$ cat src/rtl/seeker_lock_ctrl_if.sv
// Seeker-bank / lock-controller bundle. The master side (gearbox + seeker
// bank) drives the window and seeker status; the slave side is the lock
// controller, which returns seeker resets and the published lane lock.
interface seeker_lock_ctrl_if #(
  parameter int N_SEEKERS = 4
);
  logic [66:0]            win_i;
  logic                   win_dv_i;
  logic [N_SEEKERS-1:0]   seek_synced_i;
  logic [7*N_SEEKERS-1:0] seek_offset_i;
  logic [N_SEEKERS-1:0]   seek_rst_o;
  logic                   locked_o;
  logic [6:0]             lock_offset_o;
  logic [2:0]             lock_lane_o;
  logic [7:0]             relock_cnt_o;
  logic                   timeout_o;

  modport master (
    output win_i, win_dv_i, seek_synced_i, seek_offset_i,
    input  seek_rst_o, locked_o, lock_offset_o, lock_lane_o, relock_cnt_o, timeout_o
  );

  modport slave (
    input  win_i, win_dv_i, seek_synced_i, seek_offset_i,
    output seek_rst_o, locked_o, lock_offset_o, lock_lane_o, relock_cnt_o, timeout_o
  );
endinterface

$ cat src/rtl/seeker_lock_ctrl.sv
// Lock-acquisition controller for the 66b header aligner.
// RESTART holds the seekers in reset, SEARCH takes the lowest-index seeker
// that reports sync, LOCKED watches headers at the captured offset and
// restarts after too many bad headers in one window.
// Build option: SEEK_CTRL_PARK_EN holds the seekers in reset while LOCKED.

// Per-seeker offset clamp: anything past the last legal header slot maps to 65.
module seeker_off_clamp (
  input  logic [6:0] off_raw,
  output logic [6:0] off_clamped
);
  assign off_clamped = (off_raw > 7'd65) ? 7'd65 : off_raw;
endmodule

module seeker_lock_ctrl #(
  parameter int N_SEEKERS      = 4,
  parameter int RST_CYC        = 2,
  parameter int SEARCH_TIMEOUT = 1024,
  parameter int LOCK_WIN       = 64,
  parameter int BAD_HDR_MAX    = 16
) (
  input  logic             clk_i,
  input  logic             rst_ni,
  seeker_lock_ctrl_if.slave bus
);
`ifdef SEEK_CTRL_PARK_EN
  localparam bit PARK = 1'b1;
`else
  localparam bit PARK = 1'b0;
`endif
  localparam int RCW = $clog2(RST_CYC + 1);
  localparam int TCW = $clog2(SEARCH_TIMEOUT);
  localparam int FCW = $clog2(LOCK_WIN);
  localparam int BCW = $clog2(BAD_HDR_MAX + 1);

  typedef enum logic [1:0] {ST_RESTART, ST_SEARCH, ST_LOCKED} state_t;

  state_t                 state_q, state_d;
  logic [RCW-1:0]         rst_cnt_q, rst_cnt_d;
  logic [TCW-1:0]         tcnt_q, tcnt_d;
  logic [FCW-1:0]         fcnt_q, fcnt_d;
  logic [BCW-1:0]         bcnt_q, bcnt_d, bcnt_inc;
  logic [N_SEEKERS-1:0]   seek_rst_q, seek_rst_d;
  logic                   locked_q, locked_d;
  logic [6:0]             off_q, off_d;
  logic [2:0]             lane_q, lane_d;
  logic [7:0]             relock_q, relock_d;
  logic                   timeout_q, timeout_d;

  logic [N_SEEKERS-1:0][6:0] off_cl;
  logic                      hit;
  logic [2:0]                hit_lane;
  logic [6:0]                hit_off;
  logic [66:0]               win_sh;
  logic                      bad;

  for (genvar k = 0; k < N_SEEKERS; k++) begin : g_lane
    seeker_off_clamp u_clamp (
      .off_raw    (bus.seek_offset_i[7*k +: 7]),
      .off_clamped(off_cl[k])
    );
  end

  // Lowest-index synced seeker wins; scanning downward lets the lowest overwrite.
  always_comb begin
    hit      = 1'b0;
    hit_lane = '0;
    hit_off  = '0;
    for (int k = N_SEEKERS - 1; k >= 0; k--) begin
      if (bus.seek_synced_i[k]) begin
        hit      = 1'b1;
        hit_lane = 3'(k);
        hit_off  = off_cl[k];
      end
    end
  end

  // Header at the locked offset; only 01/10 are legal sync headers.
  always_comb begin
    win_sh   = bus.win_i >> off_q;
    bad      = ~(win_sh[1] ^ win_sh[0]);
    bcnt_inc = bcnt_q + BCW'(bad);
  end

  // Next-state and next-output logic.
  always_comb begin
    state_d   = state_q;
    rst_cnt_d = rst_cnt_q;
    tcnt_d    = tcnt_q;
    fcnt_d    = fcnt_q;
    bcnt_d    = bcnt_q;
    locked_d  = locked_q;
    off_d     = off_q;
    lane_d    = lane_q;
    relock_d  = relock_q;
    timeout_d = 1'b0;
    case (state_q)
      ST_RESTART: begin
        rst_cnt_d = rst_cnt_q + 1'b1;
        if (rst_cnt_q == RCW'(RST_CYC - 1)) begin
          state_d = ST_SEARCH;
          tcnt_d  = '0;
          fcnt_d  = '0;
          bcnt_d  = '0;
        end
      end
      ST_SEARCH: begin
        if (hit) begin
          state_d  = ST_LOCKED;
          locked_d = 1'b1;
          off_d    = hit_off;
          lane_d   = hit_lane;
        end else if (bus.win_dv_i) begin
          if (tcnt_q == TCW'(SEARCH_TIMEOUT - 1)) begin
            state_d   = ST_RESTART;
            rst_cnt_d = '0;
            timeout_d = 1'b1;
          end else begin
            tcnt_d = tcnt_q + 1'b1;
          end
        end
      end
      ST_LOCKED: begin
        if (bus.win_dv_i) begin
          if (bcnt_inc == BCW'(BAD_HDR_MAX)) begin
            state_d   = ST_RESTART;
            rst_cnt_d = '0;
            locked_d  = 1'b0;
            if (relock_q != 8'hFF) relock_d = relock_q + 8'd1;
          end else begin
            fcnt_d = fcnt_q + 1'b1;
            bcnt_d = (fcnt_q == FCW'(LOCK_WIN - 1)) ? '0 : bcnt_inc;
          end
        end
      end
      default: state_d = ST_RESTART;
    endcase
    seek_rst_d = ((state_d == ST_RESTART) || (PARK && (state_d == ST_LOCKED))) ? '1 : '0;
  end

  // State and registered outputs.
  always_ff @(posedge clk_i or negedge rst_ni) begin
    if (!rst_ni) begin
      state_q    <= ST_RESTART;
      rst_cnt_q  <= '0;
      tcnt_q     <= '0;
      fcnt_q     <= '0;
      bcnt_q     <= '0;
      seek_rst_q <= '1;
      locked_q   <= 1'b0;
      off_q      <= '0;
      lane_q     <= '0;
      relock_q   <= '0;
      timeout_q  <= 1'b0;
    end else begin
      state_q    <= state_d;
      rst_cnt_q  <= rst_cnt_d;
      tcnt_q     <= tcnt_d;
      fcnt_q     <= fcnt_d;
      bcnt_q     <= bcnt_d;
      seek_rst_q <= seek_rst_d;
      locked_q   <= locked_d;
      off_q      <= off_d;
      lane_q     <= lane_d;
      relock_q   <= relock_d;
      timeout_q  <= timeout_d;
    end
  end

  assign bus.seek_rst_o    = seek_rst_q;
  assign bus.locked_o      = locked_q;
  assign bus.lock_offset_o = off_q;
  assign bus.lock_lane_o   = lane_q;
  assign bus.relock_cnt_o  = relock_q;
  assign bus.timeout_o     = timeout_q;
endmodule

$ cat src/flat_wrapper.sv
// flat-port wrapper written by rule: the top's interface ports become plain ports
module seeker_lock_ctrl_flat 
#(
  parameter int N_SEEKERS      = 4,
  parameter int RST_CYC        = 2,
  parameter int SEARCH_TIMEOUT = 1024,
  parameter int LOCK_WIN       = 64,
  parameter int BAD_HDR_MAX    = 16
)
  (clk_i, rst_ni, bus_win_i, bus_win_dv_i, bus_seek_synced_i, bus_seek_offset_i, bus_seek_rst_o, bus_locked_o, bus_lock_offset_o, bus_lock_lane_o, bus_relock_cnt_o, bus_timeout_o);
  seeker_lock_ctrl_if #(.N_SEEKERS(N_SEEKERS)) bus_i ();
  input  logic clk_i;
  input  logic rst_ni;
  input wire logic [$bits(bus_i.win_i)-1:0] bus_win_i;
  input wire logic [$bits(bus_i.win_dv_i)-1:0] bus_win_dv_i;
  input wire logic [$bits(bus_i.seek_synced_i)-1:0] bus_seek_synced_i;
  input wire logic [$bits(bus_i.seek_offset_i)-1:0] bus_seek_offset_i;
  output wire logic [$bits(bus_i.seek_rst_o)-1:0] bus_seek_rst_o;
  output wire logic [$bits(bus_i.locked_o)-1:0] bus_locked_o;
  output wire logic [$bits(bus_i.lock_offset_o)-1:0] bus_lock_offset_o;
  output wire logic [$bits(bus_i.lock_lane_o)-1:0] bus_lock_lane_o;
  output wire logic [$bits(bus_i.relock_cnt_o)-1:0] bus_relock_cnt_o;
  output wire logic [$bits(bus_i.timeout_o)-1:0] bus_timeout_o;
  assign bus_i.win_i = bus_win_i;
  assign bus_i.win_dv_i = bus_win_dv_i;
  assign bus_i.seek_synced_i = bus_seek_synced_i;
  assign bus_i.seek_offset_i = bus_seek_offset_i;
  assign bus_seek_rst_o = bus_i.seek_rst_o;
  assign bus_locked_o = bus_i.locked_o;
  assign bus_lock_offset_o = bus_i.lock_offset_o;
  assign bus_lock_lane_o = bus_i.lock_lane_o;
  assign bus_relock_cnt_o = bus_i.relock_cnt_o;
  assign bus_timeout_o = bus_i.timeout_o;
  seeker_lock_ctrl #(.N_SEEKERS(N_SEEKERS), .RST_CYC(RST_CYC), .SEARCH_TIMEOUT(SEARCH_TIMEOUT), .LOCK_WIN(LOCK_WIN), .BAD_HDR_MAX(BAD_HDR_MAX)) u_core (.clk_i(clk_i), .rst_ni(rst_ni), .bus(bus_i));
endmodule
$ cat config.mk
export PLATFORM = sky130hd
export DESIGN_NAME = seeker_lock_ctrl_flat
export DESIGN_NICKNAME = d
export VERILOG_FILES = /design/src/rtl/seeker_lock_ctrl_if.sv /design/src/rtl/seeker_lock_ctrl.sv /design/src/flat_wrapper.sv
export SDC_FILE = /design/constraint.sdc
export NUM_CORES = 1
export LEC_CHECK = 0
export ABC_AREA = 1
export CAP_MARGIN = 30
export CORE_ASPECT_RATIO = 0.75
export CORE_MARGIN = 2
export CORE_UTILIZATION = 55
export DETAILED_ROUTE_END_ITERATION = 10
export DONT_BUFFER_PORTS = 1
export PLACE_DENSITY_LB_ADDON = 0.05
export SKIP_LAST_GASP = 1
export SLEW_MARGIN = 20
export SYNTH_ARGS = -nofsm -noshare
export SYNTH_HDL_FRONTEND = slang
export SYNTH_SLANG_ARGS = --single-unit
$ cat constraint.sdc
create_clock -name clk_i -period 5.3 [get_ports clk_i]
set_input_delay 1.325 -clock clk_i [delete_from_list [all_inputs] [get_ports clk_i]]
set_output_delay 1.325 -clock clk_i [all_outputs]
set_load 0.02 [all_outputs]
==> results of run 1 <==
==> per-stage QoR <==
step	setup WS [ps]	util, %	hold WS [ps]	instances
floorplan	1567	-	451.7	693
global placement	1234	56.84	471.8	766
detailed placement	1142	56.84	481.9	766
CTS	1423	58.40	503.7	774
global route	924.2	58.40	529.0	774
finish	1377	58.40	505.8	774
==> synth_stat cells, types with 2 or more instances <==
cell / count
sky130_fd_sc_hd__a21oi_1: 26
sky130_fd_sc_hd__a31oi_1: 4
sky130_fd_sc_hd__buf_2: 17
sky130_fd_sc_hd__buf_4: 11
sky130_fd_sc_hd__buf_6: 2
sky130_fd_sc_hd__clkinv_1: 4
sky130_fd_sc_hd__dfrtp_1: 44
sky130_fd_sc_hd__ha_1: 10
sky130_fd_sc_hd__inv_1: 98
sky130_fd_sc_hd__inv_2: 5
sky130_fd_sc_hd__nand2_1: 201
sky130_fd_sc_hd__nand2_2: 2
sky130_fd_sc_hd__nand3_1: 99
sky130_fd_sc_hd__nand4_1: 5
sky130_fd_sc_hd__nor2_1: 44
sky130_fd_sc_hd__nor2_2: 3
sky130_fd_sc_hd__nor2_4: 2
sky130_fd_sc_hd__nor3_1: 14
sky130_fd_sc_hd__o211ai_1: 9
sky130_fd_sc_hd__o21ai_0: 30
sky130_fd_sc_hd__o21ai_1: 12
sky130_fd_sc_hd__o21ai_2: 2
sky130_fd_sc_hd__o22ai_1: 2
sky130_fd_sc_hd__o31ai_1: 12
sky130_fd_sc_hd__or2_2: 6
sky130_fd_sc_hd__xnor2_1: 5
sky130_fd_sc_hd__xor2_1: 13
==> final timing paths <==
path,end,cells after the start,startpoint,slack (ps)
max in group asynchronous,u_core.bus.seek_rst_o[2],0,rst_ni,4420
hold / removal,u_core.fcnt_q[5],2,u_core.fcnt_q[5],510
setup reg to reg,u_core.fcnt_q[1],27,u_core.bus.lock_offset_o[0],1380
setup / recovery,u_core.fcnt_q[1],27,u_core.bus.lock_offset_o[0],1380
hold reg to reg,u_core.fcnt_q[5],2,u_core.fcnt_q[5],510
min in group asynchronous,u_core.bus.relock_cnt_o[7],0,rst_ni,700
==> kinds of logic after synthesis <==
kind of cell | after synthesis | synth area share, %
adders and majority gates | 10 | 2.945
other | 1 | 0.08825
buffers and inverters | 138 | 14.02
AOI/OAI and AO/OA | 100 | 13.81
DFF | 45 | 26.53
and+or+nand+nor | 380 | 38.63
xor gates and xnor gates | 18 | 3.710
muxes | 1 | 0.2650
==> worst max-delay path: cells and delay by family (launching register included) <==
kind	cells	cell delay (ps)
AO/OA/AOI/OAI	1	80
adder cells (fa/ha/maj)	2	460
buffers and inverters	5	960
flip-flops	1	420
AND/OR/NAND/NOR	19	1870
==> layout make-up <==
| class | instances | area, µm² | share of cell area [%] |
|---|---|---|---|
| well taps | 101 | 126.4 | 2.925 |
| flip-flops and latches | 45 | 1129 | 26.12 |
| multi-input cells | 510 | 2526 | 58.47 |
| clock inverters | 3 | 46.29 | 1.072 |
| inverters | 107 | 401.6 | 9.296 |
| repair buffers | 3 | 22.52 | 0.5213 |
| clock buffers | 5 | 68.82 | 1.593 |
==> metal layers <==
metal / up-vias / GRT usage [%] / part of all wire, % / routed length (µm)
met4: 0 / 3.684 / 0.70 / 74
met5: - / 0 / 0 / 0
li1: 2181 / - / - / -
met2: 143 / 40.00 / 43 / 4600
met3: 11 / 5.925 / 6.9 / 730
met1: 1947 / 36.71 / 49 / 5236
==> flip-flops by register name, indices dropped and copies added (netlist names), 2 cells and up <==
| signal | cells |
|---|---|
| u_core.state_q | 2 |
| u_core.rst_cnt_q | 2 |
| u_core.bus.lock_offset_o | 7 |
| u_core.bus.lock_lane_o | 2 |
| u_core.bus.relock_cnt_o | 8 |
| u_core.tcnt_q | 10 |
| u_core.fcnt_q | 6 |
| u_core.bcnt_q | 5 |
==> where the power goes <==
group / switching (mW) / internal [mW]
logic: 0.875 / 0.426
registers: 0.140 / 0.421
clock network: 0.125 / 0.141
total: 1.14 / 0.989
==> impl_summary.log, run 1 <==
[metrics] status: finished clean
[metrics] total power of the final layout: approximately 2.1 mW
[metrics] core area: 7398 µm²
[metrics] critical path data required time: approximately 5500 ps
[metrics] kind of path behind the tightest hold check: reg -> reg
[metrics] cell at the root of the clock tree: sky130_fd_sc_hd__clkbuf_8
[metrics] HPWL Detailed: between 8 and 9 mm
[metrics] Arr. time, crit path: around 4000 ps
[metrics] pin count of the biggest net entering global routing: 76
[metrics] placement-stage cell area: approximately 4200 µm²
[metrics] layout cells sized above 1: approximately 5.5%
[metrics] antenna violations before repair: 0
[metrics] number of warnings reported in the yosys synthesis log: 0
[metrics] Port Buf Inserts: 0
[metrics] number of nets with antenna violations after routing: 0
[metrics] Power Dens Cells: approximately 490 nW/µm²
[metrics] clock tree from TritonCTS: yes
[metrics] actual slew at the worst max-slew pin: around 900 ps
[metrics] overall routing resource usage: 25.50%
[metrics] count of pins on the block boundary: roughly 130
[metrics] Critical Path End Type: flip-flop
[metrics] post-detailed-route DRC marker count: 0
[metrics] Max FO, Critical Path: 60
[metrics] post-synthesis async set-or-reset flop share: 100.0%
[metrics] worst setup skew after layout: approximately 12 ps
[metrics] # setup viols final: 0
[metrics] average wire length per cell after detail routing: 13.75 µm
[metrics] Avg Cell Area, Syn: approximately 6.1 µm²
[metrics] most area-hungry cell type in the Yosys netlist: sky130_fd_sc_hd__dfrtp_1
[metrics] via total after detailed routing: 4282
[metrics] count of inserted antenna diode cells: 0
[metrics] number of nets in the synthesized netlist: between 800 and 900
[metrics] most frequent cells in the layout: 201 x sky130_fd_sc_hd__nand2_1, 99 x sky130_fd_sc_hd__nand3_1, 98 x sky130_fd_sc_hd__inv_1
[metrics] clock latency of the later-clocked register in the worst-skew pair: 310 ps
[metrics] minimum period implied by the final worst setup slack: 3923 ps
[metrics] number of synthesized flops with an enable pin: 0
[metrics] number of levels in the clock H-tree: 2
[metrics] Bufs on Longest Clock Path: 2
[metrics] Most Frequent Cell on Critical Path: sky130_fd_sc_hd__nand2_1
[metrics] Max Slew Vio Count: 0
[metrics] Top FF cell, synth: sky130_fd_sc_hd__dfrtp_1
[metrics] number of distinct library cell variants in the gate-level netlist after synthesis: 38
[metrics] post-synthesis instance total: ~690
[metrics] layout overhead on the synthesized area: 1.678%
[metrics] count of state elements after synthesis: 45
[metrics] Total Nets Final: ~800
[metrics] part of the Yosys area used for sequential elements: a little over a quarter
[metrics] reported max-cap violation count: 0
[metrics] via count of the first global-routing pass: between 3000 and 4000
[metrics] fill count: around 760
[metrics] global-route wire length before repair: about 18 mm
[metrics] setup repair after global routing missed its margin: no
[metrics] Period Utilization, post-route: around 74%
[metrics] Via-to-Cell Ratio: between 5 and 6
[metrics] final RePlAce weighted congestion: about 0.9
[metrics] starting density of the core: between 50% and 60%
[metrics] Fin. Hold Viols: 0
[metrics] Slowest cell on crit path: sky130_fd_sc_hd__inv_2
[metrics] LEAKAGE: approximately 2.2 nW
[metrics] Total Wirelength: ~11 mm
[metrics] Slew headroom: about two fifths
[metrics] Setup Total Neg Slack: 0 ps
[metrics] startpoint type of the worst setup path: flip-flop
[metrics] total grt overflow: 0
[metrics] Max rail drop VDD: about 240 µV
[metrics] most frequent standard cell in the layout excluding fill and tap cells: sky130_fd_sc_hd__nand2_1
[metrics] Clock Sink Count: between 40 and 50
[metrics] clock slew at reported path FFs: around 90 ps
[metrics] netlist area before placement: between 4000 and 5000 µm²
[metrics] area share of the largest cell type after synthesis: around 26%
[metrics] post-CTS sizing: 0
[metrics] Inserted Clock Buffers: 5
[metrics] TritonRoute pass-1 iters: 5
[metrics] Max stage delay on crit path: around 650 ps
[metrics] final non-filler cell area: 4320 µm²
[metrics] Synth area leaders: sky130_fd_sc_hd__dfrtp_1 26%, sky130_fd_sc_hd__nand2_1 18%, sky130_fd_sc_hd__nand3_1 12%
[metrics] overall die height: between 80 and 90 µm
[metrics] critical path type: reg -> reg
[metrics] post-CTS setup buffer count: 0
[metrics] peak clock frequency supported by timing: roughly 250 MHz
[metrics] Hold-fix buffers, CTS: 0
[metrics] Die Width: between 100 and 150 µm
[metrics] DIE AREA: 8452 µm²
[metrics] Starting DRT DRC Count: 232
[metrics] Rows: 27
No activity file was read; power rests on OpenSTA's default activity.
==> run 2: changes to the inputs <==
- clock period: 5.3 -> 3.2 ns (I/O delays scaled with it)
==> run 2 against run 1 <==
The run now ends with negative setup slack left. Combinational power up 150%. Total power up 110%. Critical endpoint is now u_core.bus.relock_cnt_o[2]. Non-clock buffer count up 38. Clock-buffer cell count up 3. Die area unchanged. Utilization up 9.8 points. Final cell count up 4.9%. Register-to-register slack worse by 1500 ps. Global-route usage up 1.8 points. Highest routed layer unchanged. Critical path depth down 5.
==> impl_summary.log, run 2 (synthesized netlist as in run 1, its figures left out) <==
[metrics] status: finished with violations
[metrics] violated checks: negative setup slack
[metrics] launch point of the worst reg-to-reg path: u_core.bus.lock_offset_o[0]
[metrics] HPWL Detailed: 8.392 mm (+3.3%)
[metrics] critical path data required time: 3410 ps (-2080 ps)
[metrics] Via-to-Cell Ratio: 5.666 (+2.4%)
[metrics] startpoint type of the worst setup path: flip-flop
[metrics] Max FO, Critical Path: 6 (-90%)
[metrics] minimum period implied by the final worst setup slack: 3289 ps (-634.2 ps)
[metrics] clock latency of the later-clocked register in the worst-skew pair: 300 ps (about the same)
[metrics] Worst setup startpoint: u_core.bus.lock_offset_o[0]
[metrics] reported max-cap violation count: 0 (unchanged)
[metrics] most frequent standard cell in the layout excluding fill and tap cells: sky130_fd_sc_hd__nand2_1
[metrics] Die Width: 105.5 µm (unchanged)
[metrics] Starting DRT DRC Count: 315 (+36%)
[metrics] peak clock frequency supported by timing: 304.1 MHz (+19%)
[metrics] Hold-fix buffers, CTS: 0 (unchanged)
[metrics] Final Non-Filler Cells: 812 (+4.9%)
[metrics] count of inserted antenna diode cells: 0 (unchanged)
[metrics] register ranked first by flip-flop count: u_core.tcnt_q
[metrics] Clock Sink Count: 45 (unchanged)
[metrics] starting density of the core: 57.43% (unchanged)
[metrics] worst setup skew after layout: 7.946 ps (-4.230 ps)
[metrics] total grt overflow: 0 (unchanged)
[metrics] Period Utilization, post-route: 102.8% (+29 points)
[metrics] DIE AREA: 8452 µm² (unchanged)
[metrics] end point of the critical path: u_core.bus.relock_cnt_o[2]
[metrics] via total after detailed routing: 4601 (+7.4%)
[metrics] overall routing resource usage: 27.33% (+1.8 points)
[metrics] kind of path behind the tightest hold check: in -> async
[metrics] Power Dens Cells: 893.7 nW/µm² (+81%)
[metrics] post-detailed-route DRC marker count: 0 (unchanged)
[metrics] Total Nets Final: 822 (+4.8%)
[metrics] Cell Count Post-Placement: 791 (+3.3%)
[metrics] clock tree from TritonCTS: yes
[metrics] number of nets with antenna violations after routing: 0 (unchanged)
[metrics] setup repair after global routing missed its margin: yes
[metrics] # setup viols final: 21 (+21)
[metrics] Crit Reg-Reg Endpoint: u_core.bus.relock_cnt_o[2]
[metrics] Final WS setup: -88.89 ps (-1466 ps)
[metrics] final RePlAce weighted congestion: 0.8941 (-0.30%)
[metrics] Largest register FFs: 10 (unchanged)
[metrics] overall die height: 80.12 µm (unchanged)
[metrics] depth of the worst register-to-register path: 22 (-19%)
[metrics] Total Wirelength: 12.17 mm (+14%)
[metrics] cell at the root of the clock tree: sky130_fd_sc_hd__clkbuf_8
[metrics] critical path type: reg -> reg
[metrics] Port Buf Inserts: 0 (unchanged)
[metrics] clock slew at reported path FFs: 90 ps (about the same)
[metrics] layout overhead on the synthesized area: 18.79%
[metrics] Arr. time, crit path: 3500 ps (-610 ps)
[metrics] most frequent cells in the layout: 178 x sky130_fd_sc_hd__nand2_1, 97 x sky130_fd_sc_hd__inv_1, 89 x sky130_fd_sc_hd__nand3_1
[metrics] setup slack on the worst flop-to-flop path: -90 ps (-1470 ps)
[metrics] antenna violations before repair: 0 (unchanged)
[metrics] average wire length per cell after detail routing: 14.99 µm (+9.0%)
[metrics] post-route worst hold slack: 185.1 ps (-320.7 ps)
[metrics] layout cells sized above 1: 17.72% (+12 points)
[metrics] Util after Layout: 68.22% (+9.8 points)
[metrics] Max rail drop VDD: 463.4 µV (+91%)
[metrics] TritonRoute pass-1 iters: 5 (unchanged)
[metrics] global-route wire length before repair: 19.02 mm (+7.0%)
[metrics] LEAKAGE: 2.489 nW (+14%)
[metrics] core area: 7398 µm² (unchanged)
[metrics] Inserted Clock Buffers: 5 (unchanged)
[metrics] count of pins on the block boundary: 126 (unchanged)
[metrics] Rows: 27 (unchanged)
[metrics] Bufs on Longest Clock Path: 2 (unchanged)
[metrics] Critical Path End Type: flip-flop
[metrics] Max Slew Vio Count: 0 (unchanged)
[metrics] pin count of the biggest net entering global routing: 46 (-39%)
[metrics] number of levels in the clock H-tree: 2 (unchanged)
[metrics] via count of the first global-routing pass: 4150 (+6.1%)
[metrics] Fin. Hold Viols: 0 (unchanged)
==> run 2: worst min path at each step <==
stage	from	end	slack, ps	depth (start not counted)
after floorplan	u_core.fcnt_q[5]	u_core.fcnt_q[5]	450	2
after global placement	u_core.fcnt_q[5]	u_core.fcnt_q[5]	470	2
after detailed placement	u_core.fcnt_q[5]	u_core.fcnt_q[5]	470	2
after CTS	rst_ni	u_core.bus.lock_offset_o[0]	180	0
after global routing	rst_ni	u_core.fcnt_q[2]	170	0
final	rst_ni	u_core.bcnt_q[1]	190	0
==> run 2: metrics by stage <==
step | area [µm²] | setup slack, ps | setup TNS, ps | power, mW
floorplan | 4259 | -8.312 | -52.59 | 2.772
global placement | 4466 | -206.2 | -3092 | 3.346
detailed placement | 4466 | -253.4 | -4494 | 3.394
CTS | 4825 | -20.48 | -40.70 | 4.152
global route | 5047 | -292.0 | -5808 | 4.862
finish | 5047 | -88.89 | -966.7 | 4.511
==> run 2: area by class of cell <==
type,count,area [µm²]
clock buffer,8,90.09
fill,665,2351
inverter,107,409.1
multi-input combinational,510,2773
sequential,45,1129
tap,101,126.4
timing repair buffer,41,520.5
==> run 2: power by group <==
part	internal (mW)	total [mW]	switching, mW
clock	0.176	0.366	0.190
combinational	1.36	3.24	1.88
sequential	0.700	0.901	0.202
==> run 2: metal layers <==
metal  routed length (µm)  track usage [%]  share of wire (%)
met2                 5412            43.61                 44
met1                 5620            38.69                 46
met3                 1014            5.925                8.3
met5                    0                0                  0
met4                  124            4.868                1.0
==> run 2: what timing repair did <==
action | CTS | global route
gates cloned | 4 | 3
endpoints found under the setup margin | 25 | 25
setup buffers | 8 | 1
pin swaps | 15 | 34
gates resized for setup | 28 | 62
==> run 2: critical path, cell delays in order (launching register included) <==
cell and delay (ps):
sky130_fd_sc_hd__dfrtp_2 490, sky130_fd_sc_hd__buf_6 170, sky130_fd_sc_hd__buf_12 130, sky130_fd_sc_hd__or2_0 220
sky130_fd_sc_hd__o21ai_0 80, sky130_fd_sc_hd__a21oi_1 90, sky130_fd_sc_hd__nor2_1 90, sky130_fd_sc_hd__nand2_1 70
sky130_fd_sc_hd__nand3_2 60, sky130_fd_sc_hd__nand2_2 60, sky130_fd_sc_hd__a21oi_1 120, sky130_fd_sc_hd__nand2_1 80
sky130_fd_sc_hd__nand2_2 100, sky130_fd_sc_hd__ha_4 150, sky130_fd_sc_hd__ha_4 190, sky130_fd_sc_hd__or2_4 230
sky130_fd_sc_hd__nor3_4 180, sky130_fd_sc_hd__nand2_2 100, sky130_fd_sc_hd__inv_2 100, sky130_fd_sc_hd__nand2_4 90
sky130_fd_sc_hd__nor2_4 150, sky130_fd_sc_hd__buf_6 100, sky130_fd_sc_hd__xor2_1 150
==> run 3: changes to the inputs <==
- SKIP_LAST_GASP: 1 -> not set
==> run 3 against run 2 <==
Critical path type unchanged. Fmax is 0.16% lower. The run still ends with negative setup slack left. Non-clock buffer count unchanged. Design area grew 0.15%. Highest routed layer unchanged. Critical path depth rose by 2. Final cell count unchanged.
==> impl_summary.log, run 3 (synthesized netlist as in run 1, its figures left out) <==
[metrics] Inserted Clock Buffers: 5 (unchanged)
[metrics] reported max-cap violation count: 0 (unchanged)
[metrics] Clock Sink Count: 45 (unchanged)
[metrics] Critical Path End Type: flip-flop
[metrics] fraction of power spent switching nets: 50.36% (about the same)
[metrics] Max stage delay on crit path: 490 ps (about the same)
[metrics] count of pins on the block boundary: 126 (unchanged)
[metrics] Period Utilization, post-route: 102.9% (+0.17 points)
[metrics] Arr. time, crit path: 3510 ps (about the same)
[metrics] count of inserted antenna diode cells: 0 (unchanged)
[metrics] post-detailed-route DRC marker count: 0 (unchanged)
[metrics] Power Dens Cells: 893.5 nW/µm² (about the same)
[metrics] Hold-fix buffers, CTS: 0 (unchanged)
[metrics] clock latency of the later-clocked register in the worst-skew pair: 300 ps (about the same)
[metrics] Comb pwr share: 71.9% (about the same)
[metrics] peak clock frequency supported by timing: 303.6 MHz (-0.16%)
[metrics] Port Buf Inserts: 0 (unchanged)
[metrics] Largest register FFs: 10 (unchanged)
[metrics] # setup viols final: 21 (unchanged)
[metrics] overall routing resource usage: 27.33% (unchanged)
[metrics] via total after detailed routing: 4611 (+0.22%)
[metrics] clock network fraction of design power: 8.1% (about the same)
[metrics] end point of the critical path: u_core.bus.relock_cnt_o[2]
[metrics] status: finished with violations
[metrics] total power of the final layout: 4.516 mW (+0.12%)
[metrics] Worst setup startpoint: u_core.bus.lock_offset_o[0]
[metrics] placement-stage cell area: 4466 µm² (unchanged)
[metrics] setup slack on the worst flop-to-flop path: -90 ps (about the same)
[metrics] Max Slew Vio Count: 0 (unchanged)
[metrics] clock tree from TritonCTS: yes
[metrics] layout cells sized above 1: 18.00% (+0.28 points)
[metrics] Critical Path Stages: 24 (+9.1%)
[metrics] fill count: 662 (-0.45%)
[metrics] sw power: 2.274 mW (+0.18%)
[metrics] Total Nets Final: 822 (unchanged)
[metrics] TritonRoute pass-1 iters: 5 (unchanged)
[metrics] number of nets with antenna violations after routing: 0 (unchanged)
[metrics] register ranked first by flip-flop count: u_core.tcnt_q
[metrics] Total Wirelength: 12.19 mm (+0.12%)
[metrics] chain of cells forming the critical path: buf_6 -> clkbuf_16 -> nand2_1 -> nand3_1 -> nand3_1 -> nand2_1 -> nor2_1 -> nand2_2 -> nand3_2 -> nand2_2 -> nand2_1 -> nand2_1 -> nand2_1 -> nand2_2 -> ha_4 -> ha_4 -> or2_4 -> nor3_4 -> nand2_2 -> inv_2 -> nand2_4 -> nor2_4 -> buf_6 -> xor2_1
[metrics] average wire length per cell after detail routing: 15.01 µm (+0.12%)
[metrics] startpoint type of the worst setup path: flip-flop
[metrics] relative contribution of sequential cells to total power: 20.0% (about the same)
[metrics] kind of cell adding the most delay to the critical path: simple AND/OR/NAND/NOR gates
[metrics] Slowest cell on crit path: sky130_fd_sc_hd__dfrtp_2
[metrics] Bufs on Longest Clock Path: 2 (unchanged)
[metrics] final RePlAce weighted congestion: 0.8941 (unchanged)
[metrics] Most Frequent Cell on Critical Path: sky130_fd_sc_hd__nand2_1
[metrics] Max FO, Critical Path: 6 (unchanged)
[metrics] most frequent cells in the layout: 177 x sky130_fd_sc_hd__nand2_1, 97 x sky130_fd_sc_hd__inv_1, 89 x sky130_fd_sc_hd__nand3_1
[metrics] most frequent standard cell in the layout excluding fill and tap cells: sky130_fd_sc_hd__nand2_1
[metrics] pin count of the biggest net entering global routing: 46 (unchanged)
[metrics] core area: 7398 µm² (unchanged)
[metrics] cell at the root of the clock tree: sky130_fd_sc_hd__clkbuf_8
[metrics] LEAKAGE: 2.492 nW (about the same)
[metrics] violated checks: negative setup slack
[metrics] Max rail drop VDD: 462.3 µV (-0.24%)
[metrics] kind of path behind the tightest hold check: in -> async
[metrics] layout overhead on the synthesized area: 18.96%
[metrics] critical path type: reg -> reg
[metrics] DIE AREA: 8452 µm² (unchanged)
[metrics] Setup Total Neg Slack: -1078 ps (-111.5 ps)
[metrics] critical path data required time: 3410 ps (about the same)
[metrics] Rows: 27 (unchanged)
[metrics] Starting DRT DRC Count: 323 (+2.5%)
[metrics] CP Buf/Inv Count: 4 (unchanged)
[metrics] antenna violations before repair: 0 (unchanged)
[metrics] via count of the first global-routing pass: 4150 (unchanged)
[metrics] clock slew at reported path FFs: 80 ps (about the same)
[metrics] Die Width: 105.5 µm (unchanged)
[metrics] depth of the worst register-to-register path: 24 (+9.1%)
[metrics] total grt overflow: 0 (unchanged)
[metrics] HPWL Detailed: 8.392 mm (unchanged)
[metrics] final non-filler cell area: 5055 µm² (+0.15%)
[metrics] Fin. Hold Viols: 0 (unchanged)
[metrics] setup repair after global routing missed its margin: yes
[metrics] number of levels in the clock H-tree: 2 (unchanged)
[metrics] internal power summed over all cells: 2.242 mW (about the same)
[metrics] overall die height: 80.12 µm (unchanged)
[metrics] Crit Reg-Reg Endpoint: u_core.bus.relock_cnt_o[2]
[metrics] launch point of the worst reg-to-reg path: u_core.bus.lock_offset_o[0]
[metrics] pre-CTS setup slack: -253.4 ps (unchanged)
[metrics] worst setup skew after layout: 6.139 ps (-1.807 ps)
[metrics] minimum period implied by the final worst setup slack: 3294 ps (+5.319 ps)
[metrics] post-route worst hold slack: 187.3 ps (+2.173 ps)
[metrics] global-route wire length before repair: 19.02 mm (unchanged)
[metrics] Final WS setup: -94.21 ps (-5.319 ps)
[metrics] starting density of the core: 57.43% (unchanged)
[metrics] Via-to-Cell Ratio: 5.679 (+0.22%)
-- run 3: cell types whose count changed in the layout (fill, tap and decap cells not counted) --
cell / change
sky130_fd_sc_hd__o31ai_1: -1
sky130_fd_sc_hd__nand2_2: +1
sky130_fd_sc_hd__o31ai_2: +1
sky130_fd_sc_hd__nand2_1: -1
-- run 3: timing repair --
item | CTS | global route
resized for setup | 28 | 64
buffers inserted | 8 | 1
cloned | 4 | 3
hold endpoints to repair | 0 | 0
pin swaps | 15 | 34
setup endpoints to repair | 25 | 25
-- run 3: worst min path at each step --
stage,from,end,slack (ps),cells past startpoint
2_1_floorplan,u_core.fcnt_q[5],u_core.fcnt_q[5],450,2
3_3_place_gp,u_core.fcnt_q[5],u_core.fcnt_q[5],470,2
3_5_place_dp,u_core.fcnt_q[5],u_core.fcnt_q[5],470,2
4_1_cts,rst_ni,u_core.bus.lock_offset_o[0],180,0
5_1_grt,rst_ni,u_core.fcnt_q[2],170,0
6_report,rst_ni,u_core.bcnt_q[1],190,0
-- run 3: stage by stage --
stage / utilization (%) / std cells
after global placement: 60.36 / 791
after global routing: 68.32 / 812
after detailed placement: 60.36 / 791
after CTS: 65.21 / 811
after floorplan: - / 693
final: 68.32 / 812
-- run 3: cell type report --
type	count	area, µm²	share of cell area, %
repair buffers	41	520.5	10.30
clock buffers	8	90.09	1.782
well taps	101	126.4	2.500
inverters	107	409.1	8.094
flip-flops and latches	45	1129	22.33
multi-input cells	510	2780	55.00
-- run 3: per-layer routing --
metal / vias up / share of wire, % / wire length (µm) / track usage [%]
met5: - / 0 / 0 / 0
met4: 0 / 1.2 / 142 / 4.868
met3: 22 / 8.3 / 1014 / 5.925
met2: 236 / 45 / 5466 / 43.61
met1: 2093 / 46 / 5564 / 38.69
li1: 2260 / - / - / -
-- run 3: power by group through the flow --
stage	registers [mW]	clock network, mW	logic, mW
global placement	0.902	0	2.44
detailed placement	0.909	0	2.49
global route	0.915	0.392	3.56
floorplan	0.878	0	1.89
finish	0.903	0.365	3.25
CTS	0.894	0.371	2.89
